### config.mk
export PLATFORM = sky130hd
export DESIGN_NAME = dsconv_block_pointwise_controller
export DESIGN_NICKNAME = d
export VERILOG_FILES = /design/src/rtl/dsconv_block_pointwise_controller.sv
export SDC_FILE = /design/constraint.sdc
export NUM_CORES = 1
export LEC_CHECK = 0
export ABC_AREA = 1
export CAP_MARGIN = 20
export CELL_PAD_IN_SITES_DETAIL_PLACEMENT = 0
export CELL_PAD_IN_SITES_GLOBAL_PLACEMENT = 1
export CORE_ASPECT_RATIO = 0.5
export CORE_MARGIN = 2
export CORE_UTILIZATION = 42
export CTS_CLUSTER_SIZE = 20
export DETAILED_ROUTE_END_ITERATION = 8
export HOLD_SLACK_MARGIN = 0.06
export PLACE_DENSITY_LB_ADDON = 0.1
export SLEW_MARGIN = 20
export SYNTH_ARGS = -nofsm -noshare
export SYNTH_HDL_FRONTEND = slang
export SYNTH_SLANG_ARGS = --single-unit
### constraint.sdc
create_clock -name clk -period 2.5 [get_ports clk]
set_input_delay 0.25 -clock clk [delete_from_list [all_inputs] [get_ports clk]]
set_output_delay 0.25 -clock clk [all_outputs]
set_load 0.01 [all_outputs]
### src/rtl/dsconv_block_pointwise_controller.sv
// Pointwise (1x1) conv controller: issues feature/weight reads, accumulates PE results per group.
// Optional ReLU on the written result when POINTWISE_CTRL_RELU_EN is defined.
module dsconv_block_pointwise_controller #(
  parameter int NUM_PIX   = 1024,
  parameter int OUT_CH    = 32,
  parameter int IN_GROUPS = 2,
  parameter int PE_LAT    = 5,
  localparam int FA_W  = (NUM_PIX * IN_GROUPS > 1) ? $clog2(NUM_PIX * IN_GROUPS) : 1,
  localparam int WA_W  = (OUT_CH * IN_GROUPS > 1) ? $clog2(OUT_CH * IN_GROUPS) : 1,
  localparam int OA_W  = (NUM_PIX * OUT_CH > 1) ? $clog2(NUM_PIX * OUT_CH) : 1
) (
  input  logic                   clk,
  input  logic                   rst,
  input  logic                   start,
  input  logic                   stall,
  output logic                   busy,
  output logic                   done,
  output logic                   feat_rd_en,
  output logic [FA_W-1:0]        feat_rd_addr,
  output logic [WA_W-1:0]        wgt_rd_addr,
  output logic                   pe_start,
  input  logic signed [17:0]     pe_pixel,
  output logic                   out_wr_en,
  output logic [OA_W-1:0]        out_wr_addr,
  output logic signed [17:0]     out_wr_data
);

  localparam int PIX_W = (NUM_PIX > 1) ? $clog2(NUM_PIX) : 1;
  localparam int OCH_W = (OUT_CH > 1) ? $clog2(OUT_CH) : 1;
  localparam int GRP_W = (IN_GROUPS > 1) ? $clog2(IN_GROUPS) : 1;
  localparam int ACC_W = 18 + $clog2(IN_GROUPS) + 1;

  typedef enum logic [1:0] {IDLE, RUN, DRAIN, FIN} state_t;

  typedef struct packed {
    logic            valid;
    logic            first;
    logic            last;
    logic [OA_W-1:0] addr;
  } tag_t;

  state_t state;
  logic [PIX_W-1:0] pix;
  logic [OCH_W-1:0] och;
  logic [GRP_W-1:0] grp;
  tag_t iss_tag;
  tag_t pipe [PE_LAT+1];
  tag_t tag_out;
  logic signed [ACC_W-1:0] acc;
  logic signed [ACC_W-1:0] sum;
  logic signed [ACC_W-1:0] pe_ext;
  logic [ACC_W-18:0] top;
  logic signed [17:0] sat;
  logic signed [17:0] res;
  logic grp_last, och_last, pix_last, last_issue;
  logic issue_ok, pipe_busy;
  logic [FA_W-1:0] feat_a;
  logic [WA_W-1:0] wgt_a;
  logic [OA_W-1:0] out_a;

  always_comb begin
    grp_last   = (grp == GRP_W'(IN_GROUPS - 1));
    och_last   = (och == OCH_W'(OUT_CH - 1));
    pix_last   = (pix == PIX_W'(NUM_PIX - 1));
    last_issue = grp_last && och_last && pix_last;
    issue_ok   = ((state == IDLE && start) || state == RUN) && !stall;
    feat_a = FA_W'(int'(pix) * IN_GROUPS + int'(grp));
    wgt_a  = WA_W'(int'(och) * IN_GROUPS + int'(grp));
    out_a  = OA_W'(int'(och) * NUM_PIX + int'(pix));
  end

  always_comb begin
    pipe_busy = iss_tag.valid;
    for (int i = 0; i <= PE_LAT; i++)
      pipe_busy = pipe_busy | pipe[i].valid;
  end

  // Accumulate the exiting tag's PE result, then clamp to 18 bits
  always_comb begin
    tag_out = pipe[PE_LAT];
    pe_ext  = {{(ACC_W-18){pe_pixel[17]}}, pe_pixel};
    sum     = tag_out.first ? pe_ext : acc + pe_ext;
    top     = sum[ACC_W-1:17];
    if (&top || ~|top)
      sat = sum[17:0];
    else
      sat = sum[ACC_W-1] ? 18'sh20000 : 18'sh1FFFF;
`ifdef POINTWISE_CTRL_RELU_EN
    res = sat[17] ? 18'sd0 : sat;
`else
    res = sat;
`endif
  end

  always_ff @(posedge clk) begin
    if (rst) begin
      state        <= IDLE;
      pix          <= '0;
      och          <= '0;
      grp          <= '0;
      iss_tag      <= '0;
      for (int i = 0; i <= PE_LAT; i++)
        pipe[i] <= '0;
      acc          <= '0;
      busy         <= 1'b0;
      done         <= 1'b0;
      feat_rd_en   <= 1'b0;
      feat_rd_addr <= '0;
      wgt_rd_addr  <= '0;
      pe_start     <= 1'b0;
      out_wr_en    <= 1'b0;
      out_wr_addr  <= '0;
      out_wr_data  <= '0;
    end else begin
      done     <= 1'b0;
      pe_start <= feat_rd_en;
      pipe[0]  <= iss_tag;
      for (int i = 1; i <= PE_LAT; i++)
        pipe[i] <= pipe[i-1];

      out_wr_en <= 1'b0;
      if (tag_out.valid) begin
        acc <= sum;
        if (tag_out.last) begin
          out_wr_en   <= 1'b1;
          out_wr_addr <= tag_out.addr;
          out_wr_data <= res;
        end
      end

      if (issue_ok) begin
        feat_rd_en    <= 1'b1;
        feat_rd_addr  <= feat_a;
        wgt_rd_addr   <= wgt_a;
        iss_tag.valid <= 1'b1;
        iss_tag.first <= (grp == '0);
        iss_tag.last  <= grp_last;
        iss_tag.addr  <= out_a;
        if (grp_last) begin
          grp <= '0;
          if (och_last) begin
            och <= '0;
            pix <= pix_last ? '0 : pix + 1'b1;
          end else begin
            och <= och + 1'b1;
          end
        end else begin
          grp <= grp + 1'b1;
        end
      end else begin
        feat_rd_en    <= 1'b0;
        iss_tag.valid <= 1'b0;
      end

      unique case (state)
        IDLE: if (start) begin
          busy  <= 1'b1;
          state <= (issue_ok && last_issue) ? DRAIN : RUN;
        end
        RUN: if (issue_ok && last_issue) state <= DRAIN;
        DRAIN: if (!pipe_busy) begin
          state <= FIN;
          done  <= 1'b1;
          busy  <= 1'b0;
        end
        FIN: state <= IDLE;
        default: state <= IDLE;
      endcase
    end
  end

endmodule

======== Word-level counts from Yosys, hierarchy flattened ========
Memories as Yosys holds them, arrays and structs flattened.
Index checks and enable logic that the tools add are counted.
word-level totals
  flip-flop bits (word level) ............. 110
  memory bits (writable) .................. 108
  input bits .............................. 22
  output and inout port bits .............. 55
  logic and storage cells ................. 94
  memories ................................ 1
memory list
  memory  words  bits a word  read ports  clocked after Yosys merged registers in  wr ports  line  text
  pipe    6      18           6           0                                        6         47    tag_t pipe [PE_LAT+1];
cells by class
  add/sub/neg operators ................... 7
  eq/ne operators ......................... 8
  muxes and demuxes ....................... 26
  bitwise operators ....................... 15
  reduce and logical (&&, ||, !) cells .... 20
operator list
  cell                     count
  $mux W18                 8
  $add A20 B18 Y20         1
  $mux W20                 1
  $add A15 B10 Y15         1
  $or A1 B1 Y1             12
  $reduce_and A3 Y1        4
  $add A11 B1 Y11          1
  $add A10 B1 Y10 const B  1
  $eq A10 B10 Y1 const B   1
  $mux W10                 1
  $mux W1                  9
  $mux W2                  4
  $pmux W2 S4              1
  $add A6 B1 Y6            1
  $add A5 B1 Y5 const B    1
  $eq A5 B5 Y1 const B     1
  $logic_and A1 B1 Y1      5
  $mux W5                  1
  $eq A2 B2 Y1 const B     2
  $ne A2 B2 Y1 const B     2
  $reduce_and A2 Y1        2
  $reduce_or A2 Y1         2
  $not A1 Y1               3
  $reduce_or A3 Y1         1
  other kinds (8)          10

======== Logic depth before layout (Yosys ltp) ========
Gate-level depths: netlist of the first run.
  word-level depth ........................ 8
  gate-level depth with buffers ........... 17
  gate-level depth less buffers ........... 16

======== Worst setup path before layout of the first run ========
OpenSTA, ideal clock, no wires.
  path type ............................... register to register
  start point ............................. register acc[0]
  end point ............................... register out_wr_data[10]
  library setup time ...................... 0.119 ns
  arrival ................................. 1.877 ns
  data required time ...................... 2.381 ns
  setup slack ............................. 0.503 ns
  cell stages (with the launch flop) ...... 12
  path buffers ............................ 1
  clock period less this slack ............ 1.997 ns
  cells stage by stage .................... dfxtp_1 > ha_1 > fa_1 > nand3_1 > nand3_2 > nand2_1 > nand3_2 > nand3_2 > nand3_1 > a21oi_4 > buf_6 > a21oi_1
between the ends
  longest elaborated chain between the ends .. 6
  elaborated cells between the ends (all ways) .. 8
  classes of those cells .................. add/sub (1); mux (3); reduce/logical (4)
RTL lines
  what                    line  text
  start, declared         49    logic signed [ACC_W-1:0] acc;
  start signal, assigned  123   acc <= sum;
  $add A20 B18 Y20 (*)    82    sum = tag_out.first ? pe_ext : acc + pe_ext;
  $mux W20 (*)            82
  $reduce_or A3 Y1        84    if (&top || ~|top)
  $logic_not A1 Y1        84
  $logic_or A1 B1 Y1      84
  $mux W18 (*)            84
  end signal, assigned    127   out_wr_data <= res;
  end, declared           25    output logic signed [17:0] out_wr_data
Every way passes the cells marked *; elsewhere a longest branch is shown, timed or not.
A chain may end at the register's enable or synchronous reset.

======== Worst setup path in the final report of the first run ========
  start point ............................. register acc[5]
  end point ............................... register acc[12]
between the ends
  longest elaborated chain between the ends .. 2
RTL lines
  what              line
  $add A20 B18 Y20  82
  $mux W20          82
Every way passes these cells.

==> metrics.md, run 1 <==
| Metric | Value |
|---|---|
| Yosys warnings | 0 |
| Routed len/inst | 12.0 µm |
| CP Launch Type | register |
| Combinational power share | 12.6% |
| Commonest non-fill, non-tap cell in the layout | nor2_1 |
| Worst-path fanout max | 4 |
| Global-route wire length before repair | 28600 µm |
| Sequential element share of the synthesized area | 50.9% |
| WS Path Type | register to register |
| DRT antenna net count | 0 |
| Fin nets | 1202 |
| DR WL met3 | 545 µm |
| # diodes | 0 |
| Final instance area | 9800 µm² |
| Via count | 6215 |
| Total global routing overflow | 0 |
| Worst endpoint data arrival time | 2.59 ns |
| Shortest period the worst path allows | 2.26 ns |
| Post-Synthesis Cells | 1043 |
| Max Fclk | 442 MHz |
| Clock network fraction of total power | 39.2% |
| TritonCTS clock tree | yes |
| Post-route setup slack | 0.240 ns |
| Slowest cell on crit path | o21ai_0 |
| Area Growth Syn to Fin | 25.3% |
| Adder-cell area share of the yosys netlist | 4.25% |
| Xor and xnor fraction of the mapped netlist area | 0.896% |
| Most frequent cells in the layout | 213 x nor2_1, 199 x dfxtp_1, 197 x inv_1, 152 x nand2_1, 75 x clkdlybuf4s50_1 |
| All-Layer GR Usage | 18.1% |
| Syn nets | 1091 |
| Fin crit share | 90.4% |
| Vias per cell | 4.42 |
| # IOs | 77 |
| Root buf cell | clkbuf_16 |
| Max layer used | met4 |
| Slew @ Worst Pin | 0.656 ns |
| Slew headroom | 56.2% |
| Pleak | 0.00437 µW |
| Final hold violations | 0 |
| Internal power | 5160 µW |
| Clock skew | 0.0112 ns |
| Yosys reg bits | 199 |
| Switching pwr | 2010 µW |
| Synth cell types | 36 |
| Setup TNS | 0 ns |
| IR Drop Worst-Case VDD | 561 µV |
| Die width | 197 µm |
| IO Port Bufs | 76 |
| CP Buf/Inv Count | 2 |
| Sw Share | 28.0% |
| Critical path's most frequent cell | nand2_1 |
| Worst-Skew Late Latency | 0.43 ns |
| CP required | 2.83 ns |
| Final wirelength | 16900 µm |
| Row count | 35 |
| Critical-path cell list | ha_1 > nand2_1 > inv_1 > nand3_1 > o21ai_0 > nand2_1 > nand2_1 > nand2_1 > nand3_1 > nand2_1 > o21ai_0 > inv_1 |
| Outcome | completed |
| Placement Cell Area | 9130 µm² |
| Routability Congestion | 0.890 |
| Worst slack, placed | -0.165 ns |
| Post-synthesis mux area share | 0% |
| Simple-gate share of the synthesized area | 22.5% |
| Largest family of logic cells by synthesized area | simple AND/OR/NAND/NOR gates |
| CTS Buffer Depth | 2 |
| Unrepaired setup endpoints after global routing | false |
| CP peak stage delay | 0.47 ns |
| Cts bufs inserted | 17 |
| # setup viols final | 0 |
| Critical path's top delay family | simple AND/OR/NAND/NOR gates |
| Initial detailed-routing violation count | 267 |
| Worst-path clk slew | 0.08 ns |
| Core box area | 18300 µm² |
| Pre-antenna DRT Iters | 5 |
| Final Total Pwr | 7170 µW |
| Die Height | 101 µm |
| Metal2 WL | 7330 µm |
| DRC Markers | 0 |
| Slew Viols, Final | 0 |
| Clk sinks | 199 |
| Critical Path Sink Type | register |
| Pin count of the biggest net entering global routing | 62 |
| Register share of total power | 48.1% |
| Vias in the first global route | 5830 |
| Cell area after synthesis | 7820 µm² |
| Compound-gate portion of the synthesized area | 9.93% |
| H-tree levels | 4 |
| Synth Area per Inst | 7.50 µm² |
| Die Area | 19800 µm² |
| Initial cell density of the core | 42.7% |
| Initial antenna violation count | 0 |
| Metal1 wirelength | 8890 µm |
| HPWL Detailed | 11900 µm |
| Ratio of cells with drive above 1 in the final layout | 9.60% |
| Max Cap Viol | 0 |
| Pwr/cell area | 731 nW/µm² |
| Hold Path Class | input port to register |
==> worst paths after layout <==
check | endpoint | slack (ns) | from | depth (start not counted)
hold reg to reg | pipe[0][69]$_SDFF_PP0_ | 0.40 | pipe[0][51]$_SDFF_PP0_ | 2
setup / recovery | acc[12]$_SDFFE_PP0P_ | 0.24 | acc[5]$_SDFFE_PP0P_ | 12
hold / removal | pipe[0][25]$_SDFF_PP0_ | 0.25 | rst | 2
setup reg to reg | acc[12]$_SDFFE_PP0P_ | 0.24 | acc[5]$_SDFFE_PP0P_ | 12
==> power by group through the flow <==
stage	registers (µW)	clock network, µW	logic, µW
final	3450	2810	906
after global routing	3470	3040	1030
after CTS	3450	2900	907
after detailed placement	3520	0	900
after global placement	3520	0	888
after floorplan	3550	0	472
==> state kept, by name, summed over array words and instances (netlist names) <==
register      flops
pix              10
busy              1
acc              20
done              1
iss_tag           2
state             2
wgt_rd_addr       5
out_wr_addr      15
pipe            108
out_wr_en         1
feat_rd_addr     10
out_wr_data      18
och               5
grp               1
==> logic make-up after synthesis <==
| family | count (synthesis) |
|---|---|
| and+or+nand+nor | 432 |
| DFF | 199 |
| buffers and inverters | 234 |
| AOI/OAI and AO/OA | 144 |
| adders and majority gates | 26 |
| xor gates and xnor gates | 8 |
==> Yosys cell counts (all sizes together) <==
cell	instances	area (µm²)
or2	4	25.0
nor3	8	40.0
fa	1	20.0
xnor2	4	35.0
ha	25	313
o21ai	72	360
and2	3	18.8
buf	11	62.6
a21oi	48	259
inv	198	743
nand3	31	175
clkbuf	25	93.8
a211oi	1	7.51
nor3b	2	15.0
and3	1	6.26
a21o	2	15.0
a31oi	3	18.8
nor4	3	18.8
a31o	1	8.76
nand2	156	591
nand4	4	25.0
o21bai	1	7.51
nand3b	3	22.5
xor2	4	35.0
o22ai	16	100
nor2	217	822
dfxtp	199	3980
==> repair_timing <==
action / in CTS / in global routing
gates resized for setup: 0 / 9
endpoints found under the setup margin: 0 / 15
hold buffers: 0 / 0
setup buffers: 0 / 0
==> layer usage <==
layer  up-vias  track usage, %
li1       3409               -
met1      2711            25.4
met2        85            28.8
met3        10            3.48
met4         0            4.63
met5         -               0
==> through the flow <==
step	hold WS, ns	std cells	utilization, %
floorplan	0.388	1043	-
global placement	0.390	1375	49.9
detailed placement	0.392	1375	49.9
CTS	0.242	1407	53.2
global route	0.262	1407	53.5
finish	0.250	1407	53.5
==> final cells by class <==
class / count / area (µm²)
flip-flops and latches: 199 / 3980
repair buffers: 128 / 1160
fillers: 1794 / 8500
well taps: 240 / 300
clock inverters: 15 / 193
inverters: 198 / 743
clock buffers: 17 / 425
multi-input cells: 610 / 2990
Note: power is estimated with default switching activity, not from simulation.
==> inputs of run 2 (changes only) <==
- ABC_CLOCK_PERIOD_IN_PS: default -> 2500
- CORE_MARGIN: 2 -> default
==> run 2 against run 1 <==
Critical path depth is 2 higher. Sequential share of layout area decreased by 0.12 points. Sequential power about the same. Combinational power about the same. Highest routed layer unchanged. Cell area increased by 0.29%. First-iteration DRC count rose by 20%. Clock-buffer cell count unchanged.
==> metrics.md, run 2 (same netlist as run 1, synthesis figures left out) <==
| Metric | Value |
|---|---|
| Worst endpoint data arrival time | 2.64 ns |
| Worst-Skew Late Latency | 0.43 ns |
| # IOs | 77 |
| HPWL Detailed | 12000 µm |
| Clock skew | 0.0165 ns |
| All-Layer GR Usage | 18.9% |
| Via count | 6230 |
| Initial detailed-routing violation count | 321 |
| Final wirelength | 17000 µm |
| Initial cell density of the core | 44.0% |
| Vias in the first global route | 6019 |
| Fin crit share | 91.5% |
| Unrepaired setup endpoints after global routing | false |
| R2r worst-path depth | 14 |
| DRT antenna net count | 0 |
| Post-route setup slack | 0.214 ns |
| Die Height | 98.5 µm |
| TritonCTS clock tree | yes |
| Critical Path Sink | out_wr_data[11]$_SDFFE_PP0P_ |
| Global-route wire length before repair | 29200 µm |
| Outcome | completed |
| Commonest non-fill, non-tap cell in the layout | nor2_1 |
| Initial antenna violation count | 0 |
| Largest register FFs | 108 |
| Critical path's most frequent cell | nand2_1 |
| Pin count of the biggest net entering global routing | 40 |
| IO Port Bufs | 76 |
| Area Growth Syn to Fin | 25.7% |
| Total global routing overflow | 0 |
| Worst R2R Setup Slack | 0.21 ns |
| Core Util, Final | 55.3% |
| Cts bufs inserted | 17 |
| Top flop regs | pipe (108), acc (20), out_wr_data (18) |
| Worst slack, placed | -0.158 ns |
| Crit path launch | acc[13]$_SDFFE_PP0P_ |
| Most frequent cells in the layout | 214 x nor2_1, 199 x dfxtp_1, 197 x inv_1, 154 x nand2_1, 75 x clkdlybuf4s50_1 |
| DRC Markers | 0 |
| # setup viols final | 0 |
| Die Area | 19200 µm² |
| Routability Congestion | 0.902 |
| Critical R2R Capture | out_wr_data[11]$_SDFFE_PP0P_ |
| Area of the multi-input gates | 2940 µm² |
| WS Path Type | register to register |
| Pre-antenna DRT Iters | 5 |
| Max Cap Viol | 0 |
| Fin nets | 1209 |
| Inst Count DP | 1376 |
| Slew headroom | 59.4% |
| Slowest cell on crit path | ha_1 |
| Pwr/cell area | 735 nW/µm² |
| H-tree levels | 4 |
| Pleak | 0.00442 µW |
| Worst-path clk slew | 0.09 ns |
| Ratio of cells with drive above 1 in the final layout | 9.45% |
| Root buf cell | clkbuf_16 |
| Routed len/inst | 12.1 µm |
| Hold Path Class | input port to register |
| Filler Cell Count | 1702 |
| Final hold slack | 0.248 ns |
| Die width | 195 µm |
| Max Fclk | 437 MHz |
| IR Drop Worst-Case VDD | 493 µV |
| CP required | 2.86 ns |
| Worst-path fanout max | 17 |
| CP Launch Type | register |
| Core box area | 17800 µm² |
| Non-Filler Instances | 1408 |
| # diodes | 0 |
| Row count | 34 |
| Vias per cell | 4.42 |
| Reg-to-reg startpoint | acc[13]$_SDFFE_PP0P_ |
| CTS Buffer Depth | 2 |
| Slew @ Worst Pin | 0.608 ns |
| Slew Viols, Final | 0 |
| Critical Path Sink Type | register |
| Critical-path cell list | ha_1 > nand2_1 > buf_4 > nor2_1 > and2_1 > nand2_1 > nand3_1 > nand3_1 > nand2_1 > nand2_1 > nand2_2 > buf_12 > nand2_1 > a21oi_1 |
| Final hold violations | 0 |
| Clk sinks | 199 |
| Top reg by flops | pipe |
| Shortest period the worst path allows | 2.29 ns |
| Storage cell area | 3980 µm² |
| CP peak stage delay | 0.37 ns |
run 2: critical path: cells and delay by family (launching register included):
| kind | cells | cell delay, ns |
|---|---|---|
| and+or+nand+nor | 10 | 1.07 |
| DFF | 1 | 0.32 |
| adders and majority gates | 1 | 0.37 |
| buffers and inverters | 2 | 0.29 |
| AOI/OAI and AO/OA | 1 | 0.15 |
run 2: repair_timing:
action | 4_1_cts | 5_1_grt
hold endpoints to repair | 0 | 0
setup endpoints to repair | 0 | 4
buffers inserted | 0 | 0
hold buffers | 0 | 0
resized for setup | 0 | 1
run 2: worst min path at each step:
stage	startpoint	endpoint	slack [ns]	cells after the start
6_report	rst	pipe[0][59]$_SDFF_PP0_	0.25	2
5_1_grt	rst	pipe[0][77]$_SDFF_PP0_	0.25	2
4_1_cts	rst	pipe[0][59]$_SDFF_PP0_	0.24	2
3_5_place_dp	pipe[0][12]$_SDFF_PP0_	pipe[0][30]$_SDFF_PP0_	0.39	2
3_3_place_gp	pipe[0][21]$_SDFF_PP0_	pipe[0][39]$_SDFF_PP0_	0.39	2
2_1_floorplan	pipe[0][82]$_SDFF_PP0_	pipe[0][100]$_SDFF_PP0_	0.39	2
run 2: per-layer routing:
layer / track usage (%) / vias to the layer above / share of wire [%]
met5: 0 / - / 0
met4: 4.72 / 0 / 0.96
met3: 3.70 / 19 / 3.6
met2: 29.8 / 87 / 42
met1: 26.5 / 2700 / 54
li1: - / 3424 / -
run 2: through the flow:
| stage | area [µm²] | setup TNS, ns | total power, µW |
|---|---|---|---|
| CTS | 9830 | 0 | 7310 |
| global placement | 9190 | -2.17 | 4420 |
| finish | 9830 | 0 | 7220 |
| floorplan | 7820 | 0 | 4020 |
| global route | 9830 | 0 | 7570 |
| detailed placement | 9190 | -1.83 | 4440 |
run 2: final cells by class:
cell class                      instances  share of cell area (%)
Sequential cell                       199                    40.5
Clock inverter                         15                    2.19
Clock buffer                           17                    4.33
Timing Repair Buffer                  135                    12.5
Tap cell                              234                    2.98
Multi-Input combinational cell        610                    29.9
Inverter                              198                    7.56
run 2: power by group:
group,switching [µW],internal [µW]
Combinational,501,408
Clock,1460,1400
Sequential,86.4,3360
==> inputs of run 3 (changes only) <==
- ABC_CLOCK_PERIOD_IN_PS: 2500 -> default
==> results of run 3 <==
No change in the layout: final DEF, timing and power equal those of run 2.
==> RTL edit 1, RTL diff (flow settings as in run 1) <==
Re-encode `state_t` (4 states) as one-hot, 4 bits wide.
--- a/src/rtl/dsconv_block_pointwise_controller.sv
+++ b/src/rtl/dsconv_block_pointwise_controller.sv
@@ -30,7 +30,7 @@
   localparam int GRP_W = (IN_GROUPS > 1) ? $clog2(IN_GROUPS) : 1;
   localparam int ACC_W = 18 + $clog2(IN_GROUPS) + 1;
 
-  typedef enum logic [1:0] {IDLE, RUN, DRAIN, FIN} state_t;
+  typedef enum logic [3:0] {IDLE = 4'b0001, RUN = 4'b0010, DRAIN = 4'b0100, FIN = 4'b1000} state_t;
 
   typedef struct packed {
     logic            valid;
Behaviour: same outputs for any inputs over 10 cycles, from zero or initial values and one cycle with rst high; not proved beyond that.
==> RTL edit 1 against run 1 <==
Sequential cell count up 2; hold slack worse by 0.099 ns; setup slack better by 0.0048 ns; critical path depth down 1; design area up 2.1%; synthesized area up 2.1%; power up 0.45%; wire length up 3.1%; largest cell class unchanged; largest power group is now clock; highest routed layer unchanged.
==> RTL edit 1: results (changes against run 1) <==
| Metric | Value |
|---|---|
| Synth top area cells | dfxtp_1 (50%), nor2_1 (10%), inv_1 (9.4%) |
| Synthesized net count | 1,100 (+0.82%) |
| Share of cells above drive strength 1 | 9.72% (+0.12 points) |
| Clock buf/inv share | 7.62% (+1.3 points) |
| Met3 wire len | 655 um (+20%) |
| Inverters | 203 (+2.5%) |
| Post-synth top cells | nor2_1 (217), dfxtp_1 (201), inv_1 (199) |
| CTS Buffer Depth | 3 (+1) |
| Largest net degree at the start of global routing | 104 (+68%) |
| Multi-input comb cells | 615 (+0.82%) |
| Seq area share | 40.2% (-0.43 points) |
| Syn avg cell area | 7.57 um^2 (+0.90%) |
| RR Endpoint | out_wr_data[15]$_SDFFE_PP0P_ |
| Dpl hpwl | 12.1 mm (+1.9%) |
| Initial DRC Count | 241 (-9.7%) |
| Met2 usage | 30.7% (+2.0 points) |
| Vias | 6,314 (+1.6%) |
| Met1 usage | 23.6% (-1.8 points) |
| Rel. slew slack | 65.8% (+9.6 points) |
| Leak | 4.49 nW (+2.7%) |
| First-pass GRT wire length | 28.7 mm (+0.27%) |
| Fraction of area in multi-input gates | 30.3% (-0.22 points) |
| Sequential cell count | 201 (+1.0%) |
| Nets | 1,204 (+0.17%) |
| Total CTS buffers | 20 (+3) |
| Mapped Area | 0.00798 mm^2 (+2.1%) |
| Clk Latency, worst-skew pair | 0.50 ns (+0.07 ns) |
| Grt met3 use | 3.40% (-0.083 points) |
| Final RePlAce weighted congestion | 0.898 (+0.96%) |
| Buffering overhead | 11.0% (-0.87 points) |
| Clock buf count | 25 (+8) |
| Fill count | 1,825 (+1.7%) |
| Status | completed |
| Placed Area | 0.00924 mm^2 (+1.3%) |
| 1st-pass router iterations | 4 (-1) |
| Final hold slack | 0.151 ns (-0.0993 ns) |
| Post-route minimum period | 2.26 ns (-0.00476 ns) |
| H-tree depth | 1 (-3) |
| Reg2Reg Depth | 11 (-1) |
| Avg WL per Cell | 12.1 um (+1.3%) |
| Wl on met1 | 8.87 mm (-0.24%) |
| Start point of the critical path | acc[2]$_SDFFE_PP0P_ |
| Endpoint, Worst Hold | pipe[0][31]$_SDFF_PP0_ |
| Worst Path Arrival | 2.68 ns (+0.09 ns) |
| Count of cell types in the netlist | 43 (+19%) |
RTL edit 1: cell types whose count changed in the layout (fill, tap and decap cells not counted), sizes merged, moves of 4 or more:
cell / delta
nor2: +6
buf: -10
nand3: -4
clkbuf: +8
bufinv: +5
RTL edit 1: critical path, cell delays in order, from the launching register on:
cell	delay, ns
dfxtp_1	0.32
ha_1	0.34
nand2_1	0.11
nand3_1	0.17
nand2_1	0.10
nand3_1	0.14
nand2_1	0.10
nand2_1	0.08
xnor2_1	0.13
o21ai_0	0.42
nand2_1	0.13
a21oi_2	0.15
RTL edit 1: report_power, final:
group          internal, mW  switching (mW)  leakage [nW]  total [mW]
sequential             3.29          0.0394          1.62        3.33
clock                  2.09            1.30         0.366        3.39
combinational         0.208           0.277          2.50       0.486
RTL edit 1: cells by family after synthesis:
kind of cell	after synthesis	synth area share, %
AND/OR/NAND/NOR	441	23.3
buffers and inverters	239	11.6
flip-flops	201	50.4
AO/OA/AOI/OAI	144	10.3
adder cells (fa/ha/maj)	23	3.70
XOR/XNOR	7	0.768
==> RTL edit 2, RTL diff (flow settings as in run 1) <==
Without the edit above. Build with the macro `POINTWISE_CTRL_RELU_EN` defined.
--- a/src/rtl/dsconv_block_pointwise_controller.sv
+++ b/src/rtl/dsconv_block_pointwise_controller.sv
@@ -1,5 +1,7 @@
 // Pointwise (1x1) conv controller: issues feature/weight reads, accumulates PE results per group.
 // Optional ReLU on the written result when POINTWISE_CTRL_RELU_EN is defined.
+`define POINTWISE_CTRL_RELU_EN
+
 module dsconv_block_pointwise_controller #(
   parameter int NUM_PIX   = 1024,
   parameter int OUT_CH    = 32,
Function: changed (Yosys sat finds a counterexample within 10 cycles, from zero or initial values and one cycle with rst high).
==> RTL edit 2 against run 1 <==
Sequential cell count decreased by 1; synthesized area increased by 0.61%; design area decreased by 0.43%; synthesized cell count decreased by 0.77%; hold slack got worse by 0.039 ns; critical path type unchanged; utilization decreased by 0.49 points; wire length increased by 2.0%; setup slack improved by 0.051 ns; power increased by 0.28%; non-clock buffer count decreased by 6.
==> RTL edit 2: results (changes against run 1) <==
| Metric | Value |
|---|---|
| Pre-CTS setup slack | -0.0834 ns (+0.0820 ns) |
| Placed cells | 1,359 (-1.2%) |
| Clk Latency, worst-skew pair | 0.44 ns |
| Total CTS buffers | 17 (unchanged) |
| Critical Path Max Stage Delay | 0.33 ns (-0.14 ns) |
| Initial antenna violation count | 0 (unchanged) |
| Largest net degree at the start of global routing | 107 (+73%) |
| Post-synth top cells | dfxtp_1 (198), inv_1 (193), nor2_1 (180) |
| Cells after Synth | 1,035 (-0.77%) |
| Worst VDD drop | 474 uV (-15%) |
| Share of cells above drive strength 1 | 8.60% (-1.0 points) |
| Number of setup buffers added after CTS | 0 (unchanged) |
| Worst Path Arrival | 2.51 ns (-0.08 ns) |
| CTS Root Cell | clkbuf_16 |
| CP max stage cell | ha_1 |
| GRT Overall Usage | 18.4% (+0.35 points) |
| Top Registers | pipe x108, acc x20, out_wr_data x17 |
| Seq/Total Area, Yosys | 50.4% (-0.56 points) |
| Status | completed |
| Count of cell types in the netlist | 39 (+8.3%) |
| Nets | 1,186 (-1.3%) |
| Post-synthesis adder-cell area fraction | 4.23% (-0.026 points) |
| Number of diodes | 0 (unchanged) |
| Avg WL per Cell | 12.4 um (+3.2%) |
| H-tree depth | 4 (unchanged) |
| Min-delay worst type | in2reg |
| Post-synthesis mux area share | 0.382% (+0.38 points) |
| Initial DRC Count | 263 (-1.5%) |
| Vias in the first global route | 5,988 (+2.7%) |
| Port Buffers | 75 (-1.3%) |
| Warnings, synthesis | 0 (unchanged) |
| Max reg flops | 108 (unchanged) |
| Post-Synth XOR/XNOR Area | 1.11% (+0.22 points) |
| Synthesized net count | 1,083 (-0.73%) |
| Compound-Gate Fraction of Synth Area | 9.27% (-0.66 points) |
| Fin. Hold Viols | 0 (unchanged) |
| Rel. slew slack | 58.5% (+2.3 points) |
| Dpl hpwl | 12.0 mm (+0.85%) |
| CP Max Fanout | 18 (+14) |
| 1st-pass router iterations | 5 (unchanged) |
| Vias per cell | 4.55 (+3.0%) |
| Routed WL | 17.2 mm (+2.0%) |
| Final setup skew | 0.0148 ns (+0.00366 ns) |
| Switching part of the total | 28.3% (+0.30 points) |
| First-pass GRT wire length | 29.0 mm (+1.3%) |
| Leak | 4.28 nW (-2.0%) |
| CTS Buffer Depth | 2 (unchanged) |
| Synth top area cells | dfxtp_1 (50%), inv_1 (9.2%), nor2_1 (8.6%) |
| Final RePlAce weighted congestion | 0.899 (+1.0%) |
-- RTL edit 2: critical path: cells and delay by family, from the launching register on --
kind | cells | cell delay (ns)
AO/OA/AOI/OAI | 2 | 0.27
flip-flops | 1 | 0.32
adder cells (fa/ha/maj) | 1 | 0.33
buffers and inverters | 2 | 0.20
AND/OR/NAND/NOR | 9 | 0.94
-- RTL edit 2: path summary, 6_finish.rpt --
kind / depth (start not counted) / to / startpoint / slack [ns]
max: 14 / out_wr_data[2]$_SDFFE_PP0P_ / acc[7]$_SDFFE_PP0P_ / 0.29
min: 2 / pipe[0][45]$_SDFF_PP0_ / rst / 0.21
max reg2reg: 14 / out_wr_data[2]$_SDFFE_PP0P_ / acc[7]$_SDFFE_PP0P_ / 0.29
min reg2reg: 2 / pipe[0][74]$_SDFF_PP0_ / pipe[0][56]$_SDFF_PP0_ / 0.40
-- RTL edit 2: power by group through the flow --
stage,registers (mW),clock network (mW),logic (mW)
floorplan,3.53,0,0.469
global placement,3.50,0,0.874
detailed placement,3.50,0,0.882
CTS,3.43,2.96,0.891
global route,3.45,3.07,0.993
finish,3.43,2.87,0.883
-- RTL edit 2: layer usage --
| metal | vias up | routed length [um] | global-route usage (%) |
|---|---|---|---|
| li1 | 3379 | - | - |
| met1 | 2825 | 8720 | 25.3 |
| met2 | 101 | 7420 | 29.3 |
| met3 | 24 | 775 | 3.48 |
| met4 | 0 | 284 | 6.48 |
| met5 | - | 0 | 0 |
-- RTL edit 2: area by class of cell --
type | count | area [um^2]
Clock buffer | 17 | 425
Clock inverter | 15 | 205
Fill cell | 1785 | 8630
Inverter | 193 | 724
Multi-Input combinational cell | 606 | 3000
Sequential cell | 198 | 3960
Tap cell | 240 | 300
Timing Repair Buffer | 122 | 1140
